==> src/rtl/sort_pkg.sv <==
// Shared types and helpers for the 32x8 sorter frame sequencer.
// Frames move between a 32-entry byte array and the sorter's flat 256-bit bus.
package sort_pkg;

  localparam int unsigned N_ELEM = 32;
  localparam int unsigned DW     = 8;
  localparam int unsigned CW     = 6;  // holds 0..N_ELEM inclusive
  localparam int unsigned AW     = 5;  // addresses one of N_ELEM slots
  localparam logic [DW-1:0] PAD_VAL = 8'hFF;

  typedef logic [DW-1:0] elem_t;
  typedef elem_t frame_arr_t [N_ELEM];

  typedef enum logic [1:0] {
    FILL,
    LAUNCH,
    WAIT,
    DRAIN
  } state_t;

  // Element k lands at bits [8k+7:8k]
  function automatic logic [N_ELEM*DW-1:0] pack_frame(input frame_arr_t arr);
    logic [N_ELEM*DW-1:0] v;
    v = '0;
    for (int unsigned k = 0; k < N_ELEM; k++) begin
      v[k*DW +: DW] = arr[k];
    end
    return v;
  endfunction

  function automatic frame_arr_t unpack_frame(input logic [N_ELEM*DW-1:0] v);
    frame_arr_t arr;
    for (int unsigned k = 0; k < N_ELEM; k++) begin
      arr[k] = v[k*DW +: DW];
    end
    return arr;
  endfunction

endpackage

==> src/rtl/sort_frame_buf.sv <==
// 32x8 frame register file: byte write, pad-from-index, bulk load from the
// sorter result bus and an indexed read port.
module sort_frame_buf
  import sort_pkg::*;
(
  input  logic                   clk,
  input  logic                   rst_n,
  input  logic                   i_wr_en,
  input  logic [CW-1:0]          i_wr_idx,
  input  logic [DW-1:0]          i_wr_data,
  input  logic                   i_pad_en,
  input  logic [CW-1:0]          i_pad_from,
  input  logic                   i_load_en,
  input  logic [N_ELEM*DW-1:0]   i_load_data,
  input  logic [CW-1:0]          i_rd_idx,
  output logic [DW-1:0]          o_rd_data,
  output logic [N_ELEM*DW-1:0]   o_frame
);

  frame_arr_t r_mem;
  frame_arr_t w_load;

  always_comb begin
    w_load = unpack_frame(i_load_data);
  end

  // Byte write and padding may coincide on the closing byte; the write wins
  // for its own slot and padding covers everything above it.
  always_ff @(posedge clk or negedge rst_n) begin
    if (!rst_n) begin
      for (int unsigned k = 0; k < N_ELEM; k++) begin
        r_mem[k] <= '0;
      end
    end else begin
      for (int unsigned k = 0; k < N_ELEM; k++) begin
        if (i_load_en) begin
          r_mem[k] <= w_load[k];
        end else if (i_wr_en && (i_wr_idx == CW'(k))) begin
          r_mem[k] <= i_wr_data;
        end else if (i_pad_en && (CW'(k) >= i_pad_from)) begin
          r_mem[k] <= PAD_VAL;
        end
      end
    end
  end

  assign o_rd_data = (i_rd_idx < CW'(N_ELEM)) ? r_mem[i_rd_idx[AW-1:0]] : PAD_VAL;
  assign o_frame   = pack_frame(r_mem);

endmodule

==> src/rtl/sort_frame_ctrl.sv <==
// Byte-stream sequencer around an external 32-element 3-cycle sorter:
// collects a frame, launches the sorter, captures the result and drains it.
module sort_frame_ctrl
  import sort_pkg::*;
#(
  parameter int unsigned TIMEOUT = 15
)
(
  input  logic                  clk,
  input  logic                  rst_n,
  input  logic                  s_valid,
  output logic                  s_ready,
  input  logic [DW-1:0]         s_data,
  input  logic                  s_last,
  output logic                  m_valid,
  input  logic                  m_ready,
  output logic [DW-1:0]         m_data,
  output logic                  m_last,
  output logic                  srt_vld_in,
  output logic [N_ELEM*DW-1:0]  srt_din,
  input  logic                  srt_vld_out,
  input  logic [N_ELEM*DW-1:0]  srt_dout,
  output logic                  busy,
  output logic                  err
);

  localparam int unsigned WCW = $clog2(TIMEOUT + 1);

  state_t          r_state;
  logic [CW-1:0]   r_cnt;
  logic [CW-1:0]   r_idx;
  logic [WCW-1:0]  r_wcnt;
  logic            r_srt_vld_in;
  logic            r_m_valid;
  logic            r_m_last;
  logic [DW-1:0]   r_m_data;
  logic            r_err;

  logic            w_accept;
  logic            w_close;
  logic            w_capture;
  logic            w_timeout;
  logic [CW-1:0]   w_cnt_inc;
  logic [CW-1:0]   w_cnt_dec;
  logic [CW-1:0]   w_idx_inc;
  logic [DW-1:0]   w_rd_data;
  logic [N_ELEM*DW-1:0] w_frame;

  assign w_accept  = (r_state == FILL) && s_valid;
  assign w_cnt_inc = r_cnt + 1'b1;
  assign w_cnt_dec = r_cnt - 1'b1;
  assign w_idx_inc = r_idx + 1'b1;
  assign w_close   = w_accept && (s_last || (w_cnt_inc == CW'(N_ELEM)));
  assign w_capture = (r_state == WAIT) && srt_vld_out;
  assign w_timeout = (r_state == WAIT) && !srt_vld_out && (r_wcnt == WCW'(TIMEOUT - 1));

  // The read port looks one slot ahead so m_data can be registered on handshake
  sort_frame_buf u_buf (
    .clk         (clk),
    .rst_n       (rst_n),
    .i_wr_en     (w_accept),
    .i_wr_idx    (r_cnt),
    .i_wr_data   (s_data),
    .i_pad_en    (w_close),
    .i_pad_from  (w_cnt_inc),
    .i_load_en   (w_capture),
    .i_load_data (srt_dout),
    .i_rd_idx    (w_idx_inc),
    .o_rd_data   (w_rd_data),
    .o_frame     (w_frame)
  );

  always_ff @(posedge clk or negedge rst_n) begin
    if (!rst_n) begin
      r_state      <= FILL;
      r_cnt        <= '0;
      r_idx        <= '0;
      r_wcnt       <= '0;
      r_srt_vld_in <= 1'b0;
      r_m_valid    <= 1'b0;
      r_m_last     <= 1'b0;
      r_m_data     <= '0;
      r_err        <= 1'b0;
    end else begin
      r_srt_vld_in <= 1'b0;
      r_err        <= 1'b0;
      unique case (r_state)
        FILL: begin
          if (w_accept) begin
            r_cnt <= w_cnt_inc;
            if (w_close) begin
              r_srt_vld_in <= 1'b1;
              r_state      <= LAUNCH;
            end
          end
        end
        LAUNCH: begin
          r_wcnt  <= '0;
          r_state <= WAIT;
        end
        WAIT: begin
          if (w_capture) begin
            r_idx     <= '0;
            r_m_valid <= 1'b1;
            r_m_data  <= srt_dout[DW-1:0];
            r_m_last  <= (r_cnt == CW'(1));
            r_state   <= DRAIN;
          end else if (w_timeout) begin
            r_err   <= 1'b1;
            r_cnt   <= '0;
            r_state <= FILL;
          end else begin
            r_wcnt <= r_wcnt + 1'b1;
          end
        end
        DRAIN: begin
          if (m_ready) begin
            if (r_m_last) begin
              r_m_valid <= 1'b0;
              r_m_last  <= 1'b0;
              r_cnt     <= '0;
              r_idx     <= '0;
              r_state   <= FILL;
            end else begin
              r_idx    <= w_idx_inc;
              r_m_data <= w_rd_data;
              r_m_last <= (w_idx_inc == w_cnt_dec);
            end
          end
        end
        default: r_state <= FILL;
      endcase
    end
  end

  assign s_ready    = (r_state == FILL);
  assign busy       = (r_state != FILL);
  assign m_valid    = r_m_valid;
  assign m_data     = r_m_data;
  assign m_last     = r_m_last;
  assign srt_vld_in = r_srt_vld_in;
  assign srt_din    = w_frame;
  assign err        = r_err;

endmodule

==> config.mk <==
export PLATFORM = sky130hd
export DESIGN_NAME = sort_frame_ctrl
export DESIGN_NICKNAME = d
export VERILOG_FILES = /design/src/rtl/sort_pkg.sv /design/src/rtl/sort_frame_buf.sv /design/src/rtl/sort_frame_ctrl.sv
export SDC_FILE = /design/constraint.sdc
export NUM_CORES = 1
export LEC_CHECK = 0
export CELL_PAD_IN_SITES_DETAIL_PLACEMENT = 1
export CELL_PAD_IN_SITES_GLOBAL_PLACEMENT = 1
export CORE_ASPECT_RATIO = 0.6
export CORE_MARGIN = 3
export CORE_UTILIZATION = 30
export CTS_CLUSTER_DIAMETER = 120
export DETAILED_ROUTE_END_ITERATION = 6
export PLACE_DENSITY = 0.72
export SLEW_MARGIN = 10
export SYNTH_ARGS = -nofsm -noshare
export SYNTH_HDL_FRONTEND = slang
export SYNTH_HIERARCHICAL = 1
export SYNTH_SLANG_ARGS = --single-unit
==> constraint.sdc <==
create_clock -name clk -period 3.82 [get_ports clk]
set_clock_uncertainty 0.15 [all_clocks]
set_input_delay 0.764 -clock clk [delete_from_list [all_inputs] [get_ports clk]]
set_output_delay 0.764 -clock clk [all_outputs]
set_load 0.01 [all_outputs]
After elaboration in Yosys (flattened, before gate mapping) --
Cells that the tools add are included. W data, S select, Z words.
Cells by class: add/sub/neg operators 4, equality and inequality tests 47, magnitude comparators 34, muxes and demuxes 138, bitwise logic cells 1, reductions and logical operators 115
Operators with widths (count):
- $mux W8 | 102
- $reduce_bool A3 Y1 | 33
- $eq A6 B5 Y1 const B | 16
- $ge A5 B6 Y1 const A | 16
- $logic_and A1 B1 Y1 | 69
- $eq A6 B4 Y1 const B | 8
- $ge A4 B6 Y1 const A | 8
- $mux W6 | 8
- $bmux W8 S5 | 1
- $eq A6 B3 Y1 const B | 4
- $ge A3 B6 Y1 const A | 4
- $pmux W6 S3 | 1
- $pmux W8 S2 | 1
- $add A6 B1 Y6 const B | 2
- $eq A6 B2 Y1 const B | 2
- $ge A1 B6 Y1 const A | 2
- $ge A2 B6 Y1 const A | 2
- $mux W1 | 12
- $mux W2 | 6
- $ne A2 B2 Y1 const B | 6
- $pmux W6 S2 | 1
- $mux W4 | 2
- $pmux W2 S4 | 1
- $pmux W4 S2 | 1
- 23 further kinds | 31
Storage, ports and cells: word-level logic and storage cells 380, register bits after elaboration 286, input port bits 270, output and inout bits 270

Depth between registers and ports, before layout --
Gate-level depths: netlist of the first run.
depth in word-level cells 9, mapped depth 11, depth with buffers taken out 9

Modules after synthesis --
The synthesis of the first run kept the hierarchy.
By module, submodules not included:
- sort_frame_buf | area an instance 14580.2 um^2, cells each 1332, times used 1
- sort_frame_ctrl | area an instance 1720.4 um^2, cells each 180, times used 1

Worst setup path after synthesis of the first run --
No wires, ideal clock.
kind flip-flop to flip-flop, from register r_cnt[4], to register u_buf.r_mem (netlist bit u_buf/o_frame[80]), stages on the path, launching flop included 10, arrival 2.625 ns, setup time 0.065 ns, path slack 0.980 ns, path buffers 1, path through dfrtp_1 buf_2 nand2_1 or3_1 a211oi_2 o21a_1 nor3b_4 nand2_1 o311ai_4 o221a_2
On the way: cells in the longest elaborated chain, start to end 6
RTL lines:
- start, declared | RTL line sort_frame_ctrl.sv:30 | logic [CW-1:0] r_cnt;
- start signal, assigned | RTL line sort_frame_ctrl.sv:90 | r_cnt <= w_cnt_inc;
- $add A6 B1 Y6 | RTL line sort_frame_ctrl.sv:50 | assign w_cnt_inc = r_cnt + 1'b1;
- $eq A6 B6 Y1 | RTL line sort_frame_ctrl.sv:53 | assign w_close = w_accept && (s_last || (w_cnt_inc == CW'(N_ELEM)));
- $logic_or A1 B1 Y1 | RTL line sort_frame_ctrl.sv:53
- $logic_and A1 B1 Y1 | RTL line sort_frame_ctrl.sv:53
- net w_close | RTL line sort_frame_ctrl.sv:40 | logic w_close;
- $logic_and A1 B1 Y1 | RTL line sort_frame_buf.sv:40 | end else if (i_pad_en && (CW'(k) >= i_pad_from)) begin
- $reduce_bool A3 Y1 (no source line)
- end signal, assigned by index | RTL line sort_frame_buf.sv:37 | r_mem[k] <= w_load[k];
- end signal, assigned by index | RTL line sort_frame_buf.sv:39 | r_mem[k] <= i_wr_data;
- end, declared | RTL line sort_frame_buf.sv:20 | frame_arr_t r_mem;
The timed path passes the listed nets, and every way through them passes these cells. A chain may end at the register's enable or synchronous reset.

Worst setup path in the final report of the first run --
from register r_cnt[3], to register u_buf.r_mem (netlist bit u_buf/o_frame[194])
Same word-level chain as after synthesis.

==> results.py, run 1 <==
metrics = {
    "detailed_routing": {
        "wl_per_cell_um": 30.79,
        "route.detailed.drc": 0,
        "via_per_inst": 5.819,
        "ant_nets": 0,
        "firstDrtPassIters": 6,
        "routed_wl_um": 84480,
        "initialDrtViolationCount": 1857,
        "dr_total_vias": 15967,
    },
    "sta": {
        "slew_viol_final": 0,
        "worst_slack_ns": 0.1399,
        "tns_ns": 0,
        "hold_viol_final": 0,
        "setup_viol_count_final": 0,
        "fin_crit_sh_pct": 96.34,
        "hold_slack_ns": 0.05782,
        "rsz0062_at_grt": "no",
        "fmax_mhz": 271.7,
        "fin_crit_ns": 3.680,
        "slew_headroom_pct": 28.01,
        "worst_pin_slew_ns": 1.073,
    },
    "logic_synthesis": {
        "yosysTopAreaCell": "dfrtp_1",
        "synth_area_sq_um": 16300,
        "async_reset_ff_share_pct": 100.0,
        "syn_inst": 1512,
        "synth_edf_count": 0,
        "ys.flop_type": "dfrtp_1",
        "seq_area_frac_synth_pct": 43.91,
        "synth_seq_cells": 286,
        "syn_avg_cell_area_sq_um": 10.78,
        "synth_top_area_share_pct": 43.91,
        "synth_commonest_cells": "286 x dfrtp_1, 196 x nand2b_1, 182 x o221a_2, 144 x mux2i_1, 77 x inv_1",
        "synth_area_leaders": "dfrtp_1 44%, o221a_2 13%, mux2i_1 8.8%",
        "synth_cell_type_count": 70,
        "yosysWarnings": 6,
        "syn_nets": 1788,
        "yosysMostFrequentCell": "dfrtp_1",
    },
    "placed_design": {
        "pre_cts_slack_ns": 0.1280,
        "gp_congestion": 0.8669,
        "place_inst": 2680,
        "port-buffer-count": 539,
        "dp_hpwl_um": 63750,
    },
    "cts": {
        "clockBufferDepth": 3,
        "cts_tree": "done",
        "cts_hold_buf": 0,
        "numClockSinks": 286,
        "clock_latency_ns": 0.60,
        "path_clk_slew_ns": 0.06,
        "cts_resized": 0,
        "cts_buffers": 31,
        "cts.htree.levels": 1,
        "postCtsSetupBuffers": 0,
        "cts-root-buf": "clkbuf_16",
    },
    "hold_path": {
        "hold_class": "input pin to asynchronous set/reset pin",
    },
    "critical_path": {
        "start_kind": "flop",
        "crit_required_ns": 4.20,
        "crit_fanout": 10,
        "critPathArrivalTime_ns": 4.06,
        "path_class": "flop to flop",
        "end_kind": "flop",
    },
    "global_routing": {
        "grt_pass1_vias": 16636,
        "grt_pass1_wl_um": 121200,
        "overflow": 0,
        "grt_usage_pct": 28.34,
        "grt_max_degree": 115,
        "antenna_found_initial": 9,
    },
    "run_status": {
        "outcome": "complete, no violations",
    },
    "floorplanning": {
        "die_width_um": 306.9,
        "initial_core_util_pct": 30.69,
        "io_pins": 540,
        "num_rows": 65,
        "die-area_sq_um": 57260,
        "die_height_um": 186.6,
        "core_area_sq_um": 53110,
    },
    "final_layout": {
        "syn_to_final_growth_pct": 44.52,
        "nets": 2286,
        "layoutNonFillerInstCount": 2744,
        "layout-drive-gt1-share_pct": 17.40,
        "n_fill_cell": 5758,
    },
    "run": {
        "drv_cap": 0,
    },
    "power_and_ir_drop": {
        "vdd.ir_drop.worst_v": 0.0003348,
        "power_density_nw_per_um2": 829.4,
        "cellLeakagePower_nw": 8.889,
    },
}
==> flip-flops by register name, indices dropped and copies added, names as in the netlist <==
name           cells
r_idx              6
m_data             8
m_last             1
r_cnt              6
srt_vld_in         1
m_valid            1
r_state            2
r_wcnt             4
err                1
u_buf/o_frame    256
==> cell families (layout without fill, tap and decap cells) <==
group	count (synthesis)	after routing	synth area share (%)
AO/OA/AOI/OAI	449	449	25.11
XOR/XNOR	19	19	1.021
flip-flops	286	286	43.91
AND/OR/NAND/NOR	406	406	15.21
other	0	6	0
buffers and inverters	201	724	5.381
adder cells (fa/ha/maj)	6	6	0.4605
multiplexers	145	145	8.912
==> worst max-delay path: stages, from the launching register on <==
cell      delay (ns)
dfrtp_1         0.63
nand2_1         0.13
or3_1           0.36
a211oi_2        0.30
o21a_1          0.41
nand2_1         0.39
o211ai_1        0.89
o221a_2         0.35
==> where the power goes <==
group          switching (mW)  leakage (nW)  total (mW)  internal (mW)
registers                1.50          3.13        5.88           4.38
clock network            1.38         0.518        3.20           1.81
logic                    5.40          5.24        10.5           5.06
total                    8.28          8.89        19.5           11.3
==> routing by layer <==
metal	track usage, %	vias up	wire length [um]
li1	-	6731	-
met1	41.39	8339	37840
met2	43.50	792	37790
met3	5.944	101	7428
met4	5.124	4	1401
met5	0	-	23
==> per-stage QoR <==
step | area (sq um) | power (mW) | util (%)
3_3_place_gp | 22490 | 15.97 | 42.35
4_1_cts | 23540 | 19.55 | 44.33
6_report | 23560 | 19.54 | 44.36
5_1_grt | 23550 | 20.47 | 44.34
3_5_place_dp | 22490 | 16.26 | 42.35
2_1_floorplan | 16300 | 10.60 | -
==> layout make-up <==
class | count | area, sq um | share of cell area, %
antenna | 6 | 15.01 | 0.06373
clock buffer | 42 | 877.1 | 3.723
clock inverter | 16 | 175.2 | 0.7436
inverter | 78 | 300.3 | 1.275
multi-input combinational | 1025 | 8298 | 35.22
sequential | 286 | 7157 | 30.38
tap | 703 | 879.6 | 3.734
timing repair buffer | 588 | 5856 | 24.86
==> worst paths after layout <==
kind | start | to | slack, ns | cells past startpoint
max | r_cnt[3]$_DFFE_PN0P_ | u_buf/o_frame[194]$_DFFE_PN0P_ | 0.14 | 7
min | rst_n | u_buf/o_frame[25]$_DFFE_PN0P_ | 0.06 | 1
max reg2reg | r_cnt[3]$_DFFE_PN0P_ | u_buf/o_frame[194]$_DFFE_PN0P_ | 0.14 | 7
min reg2reg | m_data[1]$_DFFE_PN0P_ | m_data[1]$_DFFE_PN0P_ | 0.33 | 2
max in group asynchronous | rst_n | r_state[0]$_DFFE_PN0P_ | 2.49 | 2
min in group clk | m_data[1]$_DFFE_PN0P_ | m_data[1]$_DFFE_PN0P_ | 0.33 | 2
==> cells in the final DEF, fill, tap and decap left out, types with 4 or more instances in the layout <==
master           count
nand3_1             20
nand3_2             16
nor2b_1             18
nand2_1             59
and2_1               5
a22o_1               5
diode_2              6
a21oi_1             61
xnor2_1             13
xor2_1               5
nand3b_1             4
mux2i_1            144
o31ai_1              9
nor3_1               9
nand2b_1           196
o41ai_1              8
a222oi_1            32
and3_1               7
buf_4               42
buf_12               7
clkbuf_8             6
clkinv_2             7
nor3b_4              4
inv_1               76
dfrtp_1            286
clkbuf_1             5
o21ai_0             32
nor2_1              31
clkdlybuf4s50_1    538
nand4_2              5
o221a_2            182
a22oi_1             64
clkbuf_16           31
a2bb2oi_1           24
ha_1                 6
or2_2                9
Note: power is estimated with default switching activity, not from simulation.
==> inputs of run 2 (changes only) <==
GPL_TIMING_DRIVEN = 0   (was unset)
HOLD_SLACK_MARGIN = 0.12   (was unset)
==> run 2 against run 1 <==
  * The flow now finishes with violations (DRC, setup timing)
  * Worst hold slack gained 0.29 ns
  * Global-route usage grew 2.6 points
  * Flip-flop and latch count is the same
  * Combinational power grew 4%
  * Routed wire length grew 9.2%
  * Via count grew 4.8%
  * Critical path depth grew 1
  * Fmax shrank 5.9%
  * Sequential share of layout area shrank 0.32 points
  * Worst setup slack lost 0.23 ns
==> results.py, run 2 (synthesized netlist as in run 1, its figures left out) <==
metrics = {
    "sta": {
        "fin_crit_ns": 3.910,
        "fin_crit_sh_pct": 102.3,
        "hold_slack_ns": 0.3453,
        "fmax_mhz": 255.8,
        "slew_headroom_pct": 9.371,
        "setup_viol_count_final": 8,
        "hold_viol_final": 0,
        "worst_slack_ns": -0.08976,
        "worst_pin_slew_ns": 1.359,
        "slew_viol_final": 0,
    },
    "cts": {
        "path_clk_slew_ns": 0.07,
        "clock_latency_ns": 0.60,
        "cts.htree.levels": 1,
        "numClockSinks": 286,
        "cts_tree": "done",
        "clockBufferDepth": 3,
        "cts_buffers": 31,
        "cts-root-buf": "clkbuf_16",
    },
    "final_layout": {
        "utilization_pct": 44.83,
        "largest_reg_flops": 256,
        "layoutNonFillerInstCount": 2822,
        "syn_to_final_growth_pct": 46.05,
        "final_common_cell": "clkdlybuf4s50_1",
        "nets": 2366,
        "layout-drive-gt1-share_pct": 17.07,
        "mostFrequentLayoutCells": "538 x clkdlybuf4s50_1, 286 x dfrtp_1, 196 x nand2b_1",
        "postLayoutCellArea_sq_um": 23810,
    },
    "placed_design": {
        "place_inst": 2756,
        "port-buffer-count": 539,
        "dp_hpwl_um": 71620,
        "gp_congestion": 0.9683,
        "placed_area_sq_um": 22640,
    },
    "critical_path": {
        "max_stage_delay_ns": 0.91,
        "critPathLaunch": "r_cnt[4]$_DFFE_PN0P_",
        "cp_slowest_cell": "o211ai_1",
        "start_kind": "flop",
        "end_kind": "flop",
        "worst-r2r-setup-slack_ns": -0.09,
        "r2r_start": "r_cnt[4]$_DFFE_PN0P_",
        "crit_required_ns": 4.20,
        "path_class": "flop to flop",
        "critPathArrivalTime_ns": 4.29,
        "crit_family": "compound AO/OA/AOI/OAI gates",
        "crit_chain": "buf_2 -> nand2_1 -> or3_1 -> a211oi_2 -> o21a_1 -> nand2_1 -> o211ai_1 -> o221a_2",
        "crit_buf_inv": 1,
        "crit_fanout": 10,
        "critPathMostFrequentCell": "nand2_1",
    },
    "global_routing": {
        "grt_pass1_wl_um": 129100,
        "grt_pass1_vias": 17279,
        "overflow": 0,
        "antenna_found_initial": 5,
        "grt_usage_pct": 30.95,
        "grt_max_degree": 107,
    },
    "floorplanning": {
        "num_rows": 65,
        "core_area_sq_um": 53110,
        "die-area_sq_um": 57260,
        "die_height_um": 186.6,
        "io_pins": 540,
        "die_width_um": 306.9,
        "initial_core_util_pct": 30.69,
    },
    "hold_path": {
        "worstHoldStart": "m_data[1]$_DFFE_PN0P_",
        "hold_class": "flop to flop",
    },
    "detailed_routing": {
        "wl_per_cell_um": 32.69,
        "ant_nets": 0,
        "routed_wl_um": 92240,
        "dr_total_vias": 16730,
        "firstDrtPassIters": 7,
        "initialDrtViolationCount": 1841,
        "via_per_inst": 5.928,
        "route.detailed.drc": 7,
    },
    "run_status": {
        "violations": "DRC, setup timing",
        "outcome": "finished, violations left",
    },
    "run": {
        "drv_cap": 0,
    },
    "power_and_ir_drop": {
        "p_total_mw": 20.14,
        "vdd.ir_drop.worst_v": 0.0003587,
        "power_density_nw_per_um2": 846.0,
        "cellLeakagePower_nw": 9.028,
    },
}
## run 2: changes by cell type in the layout (fill, tap and decap cells not counted), moves of 3 or more
cell / change
buf_4: -26
clkinvlp_4: +3
buf_6: +4
clkbuf_4: +3
clkinv_2: -4
clkbuf_1: +65
buf_2: +32
buf_1: +4
buf_12: -7
## run 2: worst register-to-register path: cells and delay by family (launching register included)
kind,cells,cell delay (ns)
flip-flops,1,0.54
AO/OA/AOI/OAI,4,2.03
buffers and inverters,1,0.28
AND/OR/NAND/NOR,3,0.85
## run 2: per-stage QoR
step	setup slack [ns]	setup TNS, ns
global route	-0.004704	-0.004704
CTS	0.05503	0
detailed placement	-0.5192	-20.84
global placement	-11.14	-3188.93
finish	-0.08976	-0.6698
floorplan	0.9802	0
## run 2: worst paths after layout
check | to | cells after the start
setup / recovery | u_buf/o_frame[198]$_DFFE_PN0P_ | 8
hold / removal | m_data[1]$_DFFE_PN0P_ | 2
setup reg to reg | u_buf/o_frame[198]$_DFFE_PN0P_ | 8
hold reg to reg | m_data[1]$_DFFE_PN0P_ | 2
max in group asynchronous | u_buf/o_frame[138]$_DFFE_PN0P_ | 3
min in group asynchronous | u_buf/o_frame[53]$_DFFE_PN0P_ | 2
## run 2: final cells by class
class | count | area [sq um]
timing repair buffer | 545 | 5488
fill | 5788 | 29300
tap | 703 | 879.6
buffer | 123 | 600.6
clock buffer | 43 | 880.8
sequential | 286 | 7157
antenna | 4 | 10.01
inverter | 78 | 292.8
clock inverter | 15 | 220.2
multi-input combinational | 1025 | 8279
## run 2: repair_timing
action,4_1_cts,5_1_grt
endpoints found under the setup margin,0,44
setup buffers,0,3
hold endpoints to repair,75,0
hold buffers,1,0
resized for setup,0,14
## run 2: where the power goes
group,switching (mW),internal [mW],total (mW),leakage (nW)
combinational,5.87,5.07,10.9,5.38
clock,1.41,1.95,3.36,0.524
sequential,1.46,4.38,5.85,3.13
## run 2: routing by layer
layer  wire [um]  vias up  GRT usage (%)
li1            -     6898              -
met1       39370     8615          42.83
met2       40000     1051          46.55
met3        9800      164          8.973
met4        3055        2          9.696
met5          13        -              0
